## config.mk

```make
export PLATFORM = sky130hd
export DESIGN_NAME = button_scan_arbiter
export DESIGN_NICKNAME = d
export VERILOG_FILES = /design/src/rtl/button_scan_arbiter.sv
export SDC_FILE = /design/constraint.sdc
export NUM_CORES = 1
export LEC_CHECK = 0
export ABC_CLOCK_PERIOD_IN_PS = 1850
export BUFFER_PORTS_ARGS = -buffer_cell sky130_fd_sc_hd__buf_4
export CAP_MARGIN = 20
export CORE_MARGIN = 2
export CORE_UTILIZATION = 25
export CTS_CLUSTER_SIZE = 10
export DETAILED_ROUTE_END_ITERATION = 7
export GPL_ROUTABILITY_DRIVEN = 0
export PLACE_DENSITY_LB_ADDON = 0.25
export SYNTH_ARGS = -nofsm -noshare
export SYNTH_HDL_FRONTEND = slang
export SYNTH_SLANG_ARGS = --single-unit
```

## constraint.sdc

```tcl
create_clock -name clk -period 1.85 [get_ports clk]
set_input_delay 0.2775 -clock clk [delete_from_list [all_inputs] [get_ports clk]]
set_output_delay 0.2775 -clock clk [all_outputs]
set_load 0.01 [all_outputs]
```

## src/rtl/button_scan_arbiter.sv

```systemverilog
// Four-button debouncer sharing one settle-window timer among all buttons.
// A round-robin arbiter picks which unsettled button the timer watches next.
module button_scan_arbiter #(
    parameter logic sim          = 1'b0,
    parameter int   settle_ticks = 10
) (
    input  logic       clk,
    input  logic       reset,
    input  logic [3:0] in,
    output logic [3:0] stable,
    output logic [3:0] press,
    output logic [3:0] release_pulse,
    output logic       busy,
    output logic [1:0] owner
);

    localparam int DIV   = sim ? 2 : 100000;
    localparam int DIV_W = $clog2(DIV);
    localparam int WIN_W = $clog2(settle_ticks + 1);

    typedef enum logic [1:0] {IDLE, WAIT, CHECK} state_t;

    state_t             state_reg, state_next;
    logic [3:0]         sync1_reg, sync_reg;
    logic [DIV_W-1:0]   div_reg;
    logic               tick;
    logic [WIN_W-1:0]   win_reg, win_next;
    logic [1:0]         owner_reg, owner_next;
    logic [1:0]         ptr_reg, ptr_next;
    logic [3:0]         stable_reg, stable_next;
    logic [3:0]         press_reg, press_next;
    logic [3:0]         release_reg, release_next;
    logic [3:0]         cand;
    logic [3:0]         rot_cand;
    logic [1:0]         grant_off;
    logic               grant_valid;

    assign tick = (div_reg == DIV_W'(DIV - 1));
    assign cand = sync_reg ^ stable_reg;

    // Rotate candidates so that offset 0 is the button at ptr.
    for (genvar gi = 0; gi < 4; gi++) begin : g_rot
        assign rot_cand[gi] = cand[ptr_reg + 2'(gi)];
    end

    always_comb begin
        grant_valid = |rot_cand;
        grant_off   = 2'd0;
        if (rot_cand[0])      grant_off = 2'd0;
        else if (rot_cand[1]) grant_off = 2'd1;
        else if (rot_cand[2]) grant_off = 2'd2;
        else if (rot_cand[3]) grant_off = 2'd3;
    end

    always_ff @(posedge clk or negedge reset) begin
        if (!reset) begin
            sync1_reg   <= '0;
            sync_reg    <= '0;
            div_reg     <= '0;
            state_reg   <= IDLE;
            win_reg     <= '0;
            owner_reg   <= '0;
            ptr_reg     <= '0;
            stable_reg  <= '0;
            press_reg   <= '0;
            release_reg <= '0;
        end else begin
            sync1_reg   <= in;
            sync_reg    <= sync1_reg;
            div_reg     <= tick ? '0 : div_reg + 1'b1;
            state_reg   <= state_next;
            win_reg     <= win_next;
            owner_reg   <= owner_next;
            ptr_reg     <= ptr_next;
            stable_reg  <= stable_next;
            press_reg   <= press_next;
            release_reg <= release_next;
        end
    end

    always_comb begin
        state_next   = state_reg;
        win_next     = win_reg;
        owner_next   = owner_reg;
        ptr_next     = ptr_reg;
        stable_next  = stable_reg;
        press_next   = '0;
        release_next = '0;
        case (state_reg)
            IDLE: begin
                if (grant_valid) begin
                    owner_next = ptr_reg + grant_off;
                    win_next   = '0;
                    state_next = WAIT;
                end
            end
            WAIT: begin
                if (tick) begin
                    win_next = win_reg + 1'b1;
                    if (win_reg == WIN_W'(settle_ticks - 1))
                        state_next = CHECK;
                end
            end
            CHECK: begin
                // Only the level seen now counts; a bounce back is dropped silently.
                if (sync_reg[owner_reg] != stable_reg[owner_reg]) begin
                    stable_next[owner_reg] = sync_reg[owner_reg];
                    if (sync_reg[owner_reg])
                        press_next[owner_reg] = 1'b1;
                    else
                        release_next[owner_reg] = 1'b1;
                end
                ptr_next   = owner_reg + 2'd1;
                state_next = IDLE;
            end
            default: state_next = IDLE;
        endcase
    end

    assign stable        = stable_reg;
    assign press         = press_reg;
    assign release_pulse = release_reg;
    assign owner         = owner_reg;
    assign busy          = (state_reg == WAIT) || (state_reg == CHECK);

endmodule

```

==> results of run 1 <==
layout make-up:
type / count / share of cell area (%)
multi-input combinational: 143 / 39.9
sequential: 47 / 38.6
timing repair buffer: 51 / 12.7
tap: 108 / 4.41
clock buffer: 5 / 2.25
clock inverter: 2 / 1.23
inverter: 7 / 0.858
logic make-up after synthesis:
logic type	count (synthesis)
AO/OA/AOI/OAI	27
XOR/XNOR	22
adder cells (fa/ha/maj)	12
buffers and inverters	8
flip-flops	47
multiplexers	10
AND/OR/NAND/NOR	72
what timing repair did:
action,4_1_cts,5_1_grt
gates resized for setup,7,24
pin swaps,9,16
gates cloned,0,0
setup endpoints to repair,6,14
setup buffers,5,3
power groups by stage:
stage,logic [mW],registers (mW),clock network [mW]
final,1.87,1.34,0.736
after global routing,2.04,1.37,0.811
after CTS,1.68,1.32,0.765
after detailed placement,1.53,1.35,0
after global placement,1.51,1.35,0
after floorplan,0.839,1.38,0
cell usage in the layout (no fill, tap or decap), types with 2 or more instances in the layout:
cell type and count:
and3_1 7, mux2i_1 2, nor2_1 14, or4_4 2, dfrtp_2 6, buf_4 49, buf_6 2, xnor2_1 12
clkbuf_8 5, a21oi_1 11, nand4_1 3, a22o_1 4, dfrtp_1 41, mux4_2 3, o31ai_2 2, ha_1 11
nor2b_1 3, o21ai_4 2, nand3_1 8, and4bb_2 2, xor2_4 2, mux2_4 2, and2_1 5, xor2_1 4
inv_1 7, nand2_2 2, xor2_2 3, a21oi_2 2, nand2_1 17, mux2_2 3
metal layers:
metal	up-vias	wire length [um]	share of wire, %
met5	-	0	0
met4	0	132	2.7
met3	10	166	3.4
met2	30	2250	47
met1	793	2290	47
li1	801	-	-
worst reg2reg max path: cells and delay by family, from the launching register on:
kind,cells,cell delay (ps)
AO/OA/AOI/OAI,1,70
AND/OR/NAND/NOR,2,630
adder cells (fa/ha/maj),1,130
flip-flops,1,460
XOR/XNOR,3,510
through the flow:
stage | TNS [ps] | instance area, sq um
2_1_floorplan | -38.4 | 2310
3_3_place_gp | -182 | 2770
3_5_place_dp | -396 | 2770
4_1_cts | -37.5 | 2940
5_1_grt | -312 | 3060
6_report | -35.9 | 3060
worst paths after layout:
check | startpoint | end | depth (start not counted)
worst max-delay path | sync_reg[2] | owner[1] | 7
worst min-delay path | reset | div_reg[14] | 1
max in group asynchronous | reset | sync_reg[0] | 1
min in group clk | in[2] | sync1_reg[2] | 1
worst max register to register | sync_reg[2] | owner[1] | 7
worst min register to register | sync1_reg[2] | sync_reg[2] | 0
==> metrics.txt, run 1 <==
status=finished, violations left; failing checks=negative hold slack, negative setup slack; Filler cells=853; # port buffers=20; via count=1634; GR Util met1=13.4%; Synth Area in Adders=6.58%; Die X=99.5 um; Pins Over Slew Limit=0; DR pass1 iterations=4; Synth area leaders=dfrtp_1 52%, ha_1 6.6%, xnor2_1 5.0%; CP arrival=2080 ps; grt ovf=0; part of the cycle the worst path needs=102%; post-synthesis simple-gate area fraction=16.9%; Buf/Inv on CP=0; WHS=-21.7 ps; number of synthesized flops with an enable pin=0; most common cell in the netlist=dfrtp_1; Gate power share=47.3%; Reg clk slew, reported paths=90 ps; Synth top area share=51.5%; # setup viols final=2; Top Ports=21; die height=99.5 um; FFs w/ async S/R, synth=100%; grt met3 use=2.81%; max FFs per register=17; min Tclk post-route=1890 ps; synth cell count leaders=47 x dfrtp_1, 19 x nand2_1, 15 x nor2_1; CP Cell Sequence=xor2_4, or4_4, nand3_4, ha_4, xor2_2, xnor2_1, o21ai_1; max_cap viols=0; first-pass GRT wire length=8030 um; critical path capture point type=register; warnings from Yosys=0; Leakage=1.38 nW; fmax=530 MHz; synthesized area per cell=11.5 sq um; TritonCTS Buffers=5; Vias/cell=4.50; total power draw=3.95 mW; met2 usage=15.9%; Setup Crit Path Kind=register to register; ys flop type=dfrtp_1; GRT Overall Usage=10.1%; syn_nets=216; maximum buffer depth of the clock tree=2; RSZ-0062 raised after global routing=yes; Synth area leader=dfrtp_1; power share of the clock group=18.7%; net switching power figure=1.45 mW; library cells used by synthesis=37; HPWL Detailed=3280 um; register area share after synthesis=51.5%; CTS tree=yes; Worst Setup Start Kind=register; PD cells=1290 mW/mm^2; mapped cell area=0.00228 sq mm; final worst slack=-35.9 ps; Crit-path slowest cell=or4_4; CTS Hold Buffers Added=0; Max stage delay on crit path=520 ps; post-synthesis cell count=198; n_diodes=0; Internal Dissipation=2.50 mW; skew final=11.5 ps; multi-input logic area=0.00122 sq mm; Compound-Gate Fraction of Synth Area=7.68%; critical path data required time=2050 ps; CTS sink cnt=47; Top delay family on crit path=simple AND/OR/NAND/NOR gates; Switching Fraction=36.7%; vias in the first global route=1682; placed cell count=348; XOR/XNOR share of the synthesized area=9.43%; # H-tree levels=2; flops & latches, synth=47; worst-path fanout max=8; R2R setup slack=-40 ps; initial antenna violation count=0; residual DRC count=0; final hold vios=27; Clock Latency Late Sink=300 ps; number of nets in the final layout=273; FF/Latch Area=0.00118 sq mm; CORE AREA=0.00881 sq mm; largest family of logic cells by synthesized area=simple AND/OR/NAND/NOR gates; clock root buffer=clkbuf_8; min-delay worst type=primary input to async pin; Die ar.=0.00991 sq mm; post-route ant nets=0; share of cells above drive strength 1=39.2%; Site Rows=34; final wirelength=4840 um; Starting Density=25.9%; Reg power frac=34.0%; drt wl/cell=13.3 um; Final Util=34.8%; DRT iter0 DRCs=67; max_slew headroom=59.9%; area grow syn2layout=34.2%; Non-Filler Instances=363; largest net degree at the start of global routing=48; Peak VDD IR=0.000380 V; GRT Max-Usage Layer=met2; mux contribution to synthesized area=6.47%; dpl ws=-113 ps; Worst-Margin Slew=602 ps
No activity file was read; power rests on OpenSTA's default activity.
==> run 2: changes to the inputs <==
--- a/config.mk
+++ b/config.mk
@@ -8,11 +8,13 @@
 export ABC_CLOCK_PERIOD_IN_PS = 1850
 export BUFFER_PORTS_ARGS = -buffer_cell sky130_fd_sc_hd__buf_4
 export CAP_MARGIN = 20
+export CORE_ASPECT_RATIO = 2
 export CORE_MARGIN = 2
 export CORE_UTILIZATION = 25
 export CTS_CLUSTER_SIZE = 10
 export DETAILED_ROUTE_END_ITERATION = 7
 export GPL_ROUTABILITY_DRIVEN = 0
+export MAX_ROUTING_LAYER = met4
 export PLACE_DENSITY_LB_ADDON = 0.25
 export SYNTH_ARGS = -nofsm -noshare
 export SYNTH_HDL_FRONTEND = slang
==> constraint.sdc (replaced) <==
create_clock -name clk -period 1.85 [get_ports clk]
set_input_delay 0.2775 -clock clk [delete_from_list [all_inputs] [get_ports clk]]
set_output_delay 0.2775 -clock clk [all_outputs]
set_load 0.1 [all_outputs]
==> metrics.txt, run 2 (synthesized netlist as in run 1, its figures left out) <==
initial antenna violation count=0; fmax=535 MHz; grt ovf=0; Non-Filler Instances=353; Setup Crit Path Kind=register to register; maximum buffer depth of the clock tree=2; CP arrival=2050 ps; number of nets in the final layout=268; TritonCTS Buffers=5; CTS tree=yes; setup TNS=-36.0 ps; via count=1627; n_diodes=0; WL met2=3010 um; Top Ports=21; met3 WL=160 um; # setup viols final=2; Clock Latency Late Sink=290 ps; Starting Density=25.5%; worst-path fanout max=5; residual DRC count=0; critical path data required time=2030 ps; part of the cycle the worst path needs=101%; HPWL Detailed=3740 um; clock root buffer=clkbuf_16; total power draw=4.72 mW; Peak VDD IR=0.000567 V; commonest non-fill, non-tap cell in the layout=buf_4; Die ar.=0.00996 sq mm; post-route ant nets=0; # H-tree levels=2; Worst Setup Start Kind=register; die height=139 um; Leakage=1.38 nW; drt wl/cell=14.3 um; max FFs per register=17; skew final=6.97 ps; min-delay worst type=primary input to async pin; min Tclk post-route=1870 ps; Filler cells=923; routed length on met1=1780 um; placed cell count=343; final hold vios=0; RSZ-0062 raised after global routing=yes; GRT Overall Usage=11.4%; dpl ws=-121 ps; largest net degree at the start of global routing=48; vias in the first global route=1765; Highest Signal Layer=met4; DR pass1 iterations=4; most frequent cells in the layout=41 x buf_4, 38 x dfrtp_1, 18 x nand2_1; Worst-Margin Slew=596 ps; DRT iter0 DRCs=39; status=finished, violations left; PD cells=1540 mW/mm^2; critical path capture point type=register; max_cap viols=0; CTS sink cnt=47; # port buffers=20; Pins Over Slew Limit=0; Die X=71.6 um; Vias/cell=4.61; Reg clk slew, reported paths=60 ps; max_slew headroom=60.2%; final wirelength=5050 um; first-pass GRT wire length=8570 um; share of cells above drive strength 1=36.3%; CORE AREA=0.00895 sq mm; Site Rows=49; final worst slack=-19.2 ps; area grow syn2layout=34.1%; failing checks=negative setup slack
[run 2: critical path: stages (launching register included)]
cell	delay, ps
dfrtp_4	500
xor2_4	180
or4_4	520
nand3_2	100
ha_4	130
xor2_2	140
xnor2_1	130
o21ai_1	70
[run 2: layout make-up]
| cell class | instances | area, sq um | share of cell area [%] |
|---|---|---|---|
| inverter | 7 | 26.3 | 0.859 |
| timing repair buffer | 46 | 373 | 12.2 |
| clock inverter | 1 | 5.00 | 0.164 |
| tap | 102 | 128 | 4.17 |
| multi-input combinational | 143 | 1200 | 39.1 |
| clock buffer | 7 | 133 | 4.33 |
| sequential | 47 | 1200 | 39.2 |
[run 2: where the power goes]
group / internal, mW / switching, mW / total (mW)
logic: 0.965 / 1.49 / 2.46
registers: 1.19 / 0.196 / 1.39
clock network: 0.500 / 0.374 / 0.874
total: 2.66 / 2.06 / 4.72
[run 2: repair_timing]
action / 4_1_cts / 5_1_grt
pin swaps: 7 / 4
hold buffers: 0 / 0
resized for setup: 10 / 15
buffers inserted: 2 / 0
endpoints found under the setup margin: 6 / 14
[run 2: worst paths after layout]
check / startpoint / end / slack (ps) / depth (start not counted)
max: stable[0] / owner[1] / -20 / 7
min: reset / release_pulse[3] / 2 / 1
max reg2reg: stable[0] / owner[1] / -20 / 7
min reg2reg: sync1_reg[0] / sync_reg[0] / 350 / 0
max in group asynchronous: reset / owner[0] / 1400 / 1
min in group clk: in[0] / sync1_reg[0] / 100 / 1
[run 2: metrics by stage]
stage,hold slack [ps],area (sq um),util (%)
floorplan,-18.1,2340,-
global placement,332,2790,31.2
detailed placement,335,2790,31.2
CTS,29.0,3010,33.6
global route,51.6,3060,34.2
finish,1.99,3060,34.2
[run 2: per-layer routing]
metal,global-route usage [%],vias up
met3,2.25,5
met1,10.8,807
met2,21.7,24
met5,-,-
met4,4.47,0
li1,-,791
==> run 3: changes to the inputs <==
==> constraint.sdc (replaced) <==
create_clock -name clk -period 1.85 [get_ports clk]
set_input_delay 0.0925 -clock clk [delete_from_list [all_inputs] [get_ports clk]]
set_output_delay 0.0925 -clock clk [all_outputs]
set_load 0.1 [all_outputs]
==> metrics.txt, run 3 (synthesized netlist as in run 1, its figures left out) <==
status=finished, violations left; failing checks=negative setup slack; Starting Density=25.5%; via count=1634; Site Rows=49; CP startpoint=stable[0]; Vias/cell=4.56; Worst Setup Start Kind=register; min Tclk post-route=1870 ps; max FFs per register=17; DR pass1 iterations=4; Final Util=34.7%; DRT iter0 DRCs=29; max_slew headroom=60.2%; first-pass GRT wire length=8570 um; Die X=71.6 um; maximum buffer depth of the clock tree=2; power share of the clock group=18.5%; Pins Over Slew Limit=0; worst-path fanout max=5; part of the cycle the worst path needs=101%; CTS tree=yes; Top Ports=21; area grow syn2layout=36.3%; Reg power frac=29.3%; initial antenna violation count=0; skew final=6.95 ps; critical path data required time=2030 ps; residual DRC count=0; fmax=535 MHz; n_diodes=0; net switching power figure=2.07 mW; Non-Filler Instances=358; Worst-Margin Slew=598 ps; R2R setup slack=-20 ps; GRT Overall Usage=11.4%; vias in the first global route=1762; die height=139 um; HPWL Detailed=3740 um; # setup viols final=3; total power draw=4.73 mW; worst reg2reg startpoint=stable[0]; Leakage=1.40 nW; Filler cells=918; Reg clk slew, reported paths=60 ps; Setup Crit Path Kind=register to register; FF/Latch Area=0.00120 sq mm; final wirelength=5060 um; Peak VDD IR=0.000567 V; CTS sink cnt=47; commonest non-fill, non-tap cell in the layout=buf_4; FF-to-FF End=owner[1]; Clock Latency Late Sink=290 ps; WHS=345 ps; placed cell count=343; CP arrival=2050 ps; setup TNS=-38.0 ps; drt wl/cell=14.1 um; RSZ-0062 raised after global routing=yes; # port buffers=20; clock root buffer=clkbuf_16; critical path capture point type=register; grt ovf=0; Gate power share=52.2%; post-route ant nets=0; end point of the critical path=owner[1]; final instance area=0.00311 sq mm; number of nets in the final layout=273; largest net degree at the start of global routing=48; Internal Dissipation=2.67 mW; min-delay worst type=register to register; Switching Fraction=43.7%; multi-input logic area=0.00120 sq mm; reg2reg path depth=7; max_cap viols=0; share of cells above drive strength 1=35.5%; post-placement cell area=0.00279 sq mm; TritonCTS Buffers=5; dpl ws=-121 ps; PD cells=1520 mW/mm^2; final worst slack=-19.1 ps; most frequent cells in the layout=41 x buf_4, 38 x dfrtp_1, 18 x nand2_1; Die ar.=0.00996 sq mm; final hold vios=0; CORE AREA=0.00895 sq mm; # H-tree levels=2
-- run 3: cell count changes in the layout (fill, tap and decap cells not counted), sizes merged --
| cell | before | now |
|---|---|---|
| dlygate4sd3 | 0 | 5 |
-- run 3: critical path, cell delays in order (launching register included) --
cell	delay, ps
dfrtp_4	500
xor2_4	180
or4_4	520
nand3_2	100
ha_4	130
xor2_2	140
xnor2_1	130
o21ai_1	70
-- run 3: routing by layer --
| layer | up-vias | share of wire (%) | GRT usage, % |
|---|---|---|---|
| met3 | 5 | 2.9 | 2.25 |
| met1 | 809 | 36 | 10.9 |
| met2 | 21 | 60 | 21.6 |
| met4 | 0 | 1.9 | 4.47 |
| li1 | 799 | - | - |
| met5 | - | 0 | - |
-- run 3: worst min-delay path by stage --
stage / startpoint / endpoint / slack [ps] / cells past startpoint
floorplan: reset / div_reg[0] / -200 / 0
detailed placement: reset / release_pulse[3] / 150 / 1
global placement: reset / release_pulse[0] / 150 / 1
CTS: sync1_reg[0] / sync_reg[0] / 350 / 0
global route: sync1_reg[0] / sync_reg[0] / 360 / 0
finish: sync1_reg[0] / sync_reg[0] / 340 / 0
-- run 3: cell type report --
| type | instances | area share (%) |
|---|---|---|
| clock buffer | 7 | 4.26 |
| clock inverter | 1 | 0.161 |
| inverter | 7 | 0.845 |
| multi-input combinational | 143 | 38.5 |
| sequential | 47 | 38.6 |
| tap | 102 | 4.10 |
| timing repair buffer | 51 | 13.6 |
-- run 3: timing repair --
| action | 4_1_cts | 5_1_grt |
|---|---|---|
| endpoints found under the setup margin | 6 | 14 |
| gates resized for setup | 10 | 15 |
| hold buffers | 5 | 0 |
| pin swaps | 7 | 4 |
| hold endpoints to repair | 51 | 0 |
| buffers inserted | 2 | 0 |
-- run 3: power groups by stage --
stage	clock network (mW)	registers, mW	logic, mW
after global routing	0.947	1.41	2.67
after floorplan	0	1.90	0.998
after detailed placement	0	1.40	2.21
after global placement	0	1.39	2.20
final	0.875	1.39	2.47
after CTS	0.907	1.38	2.41
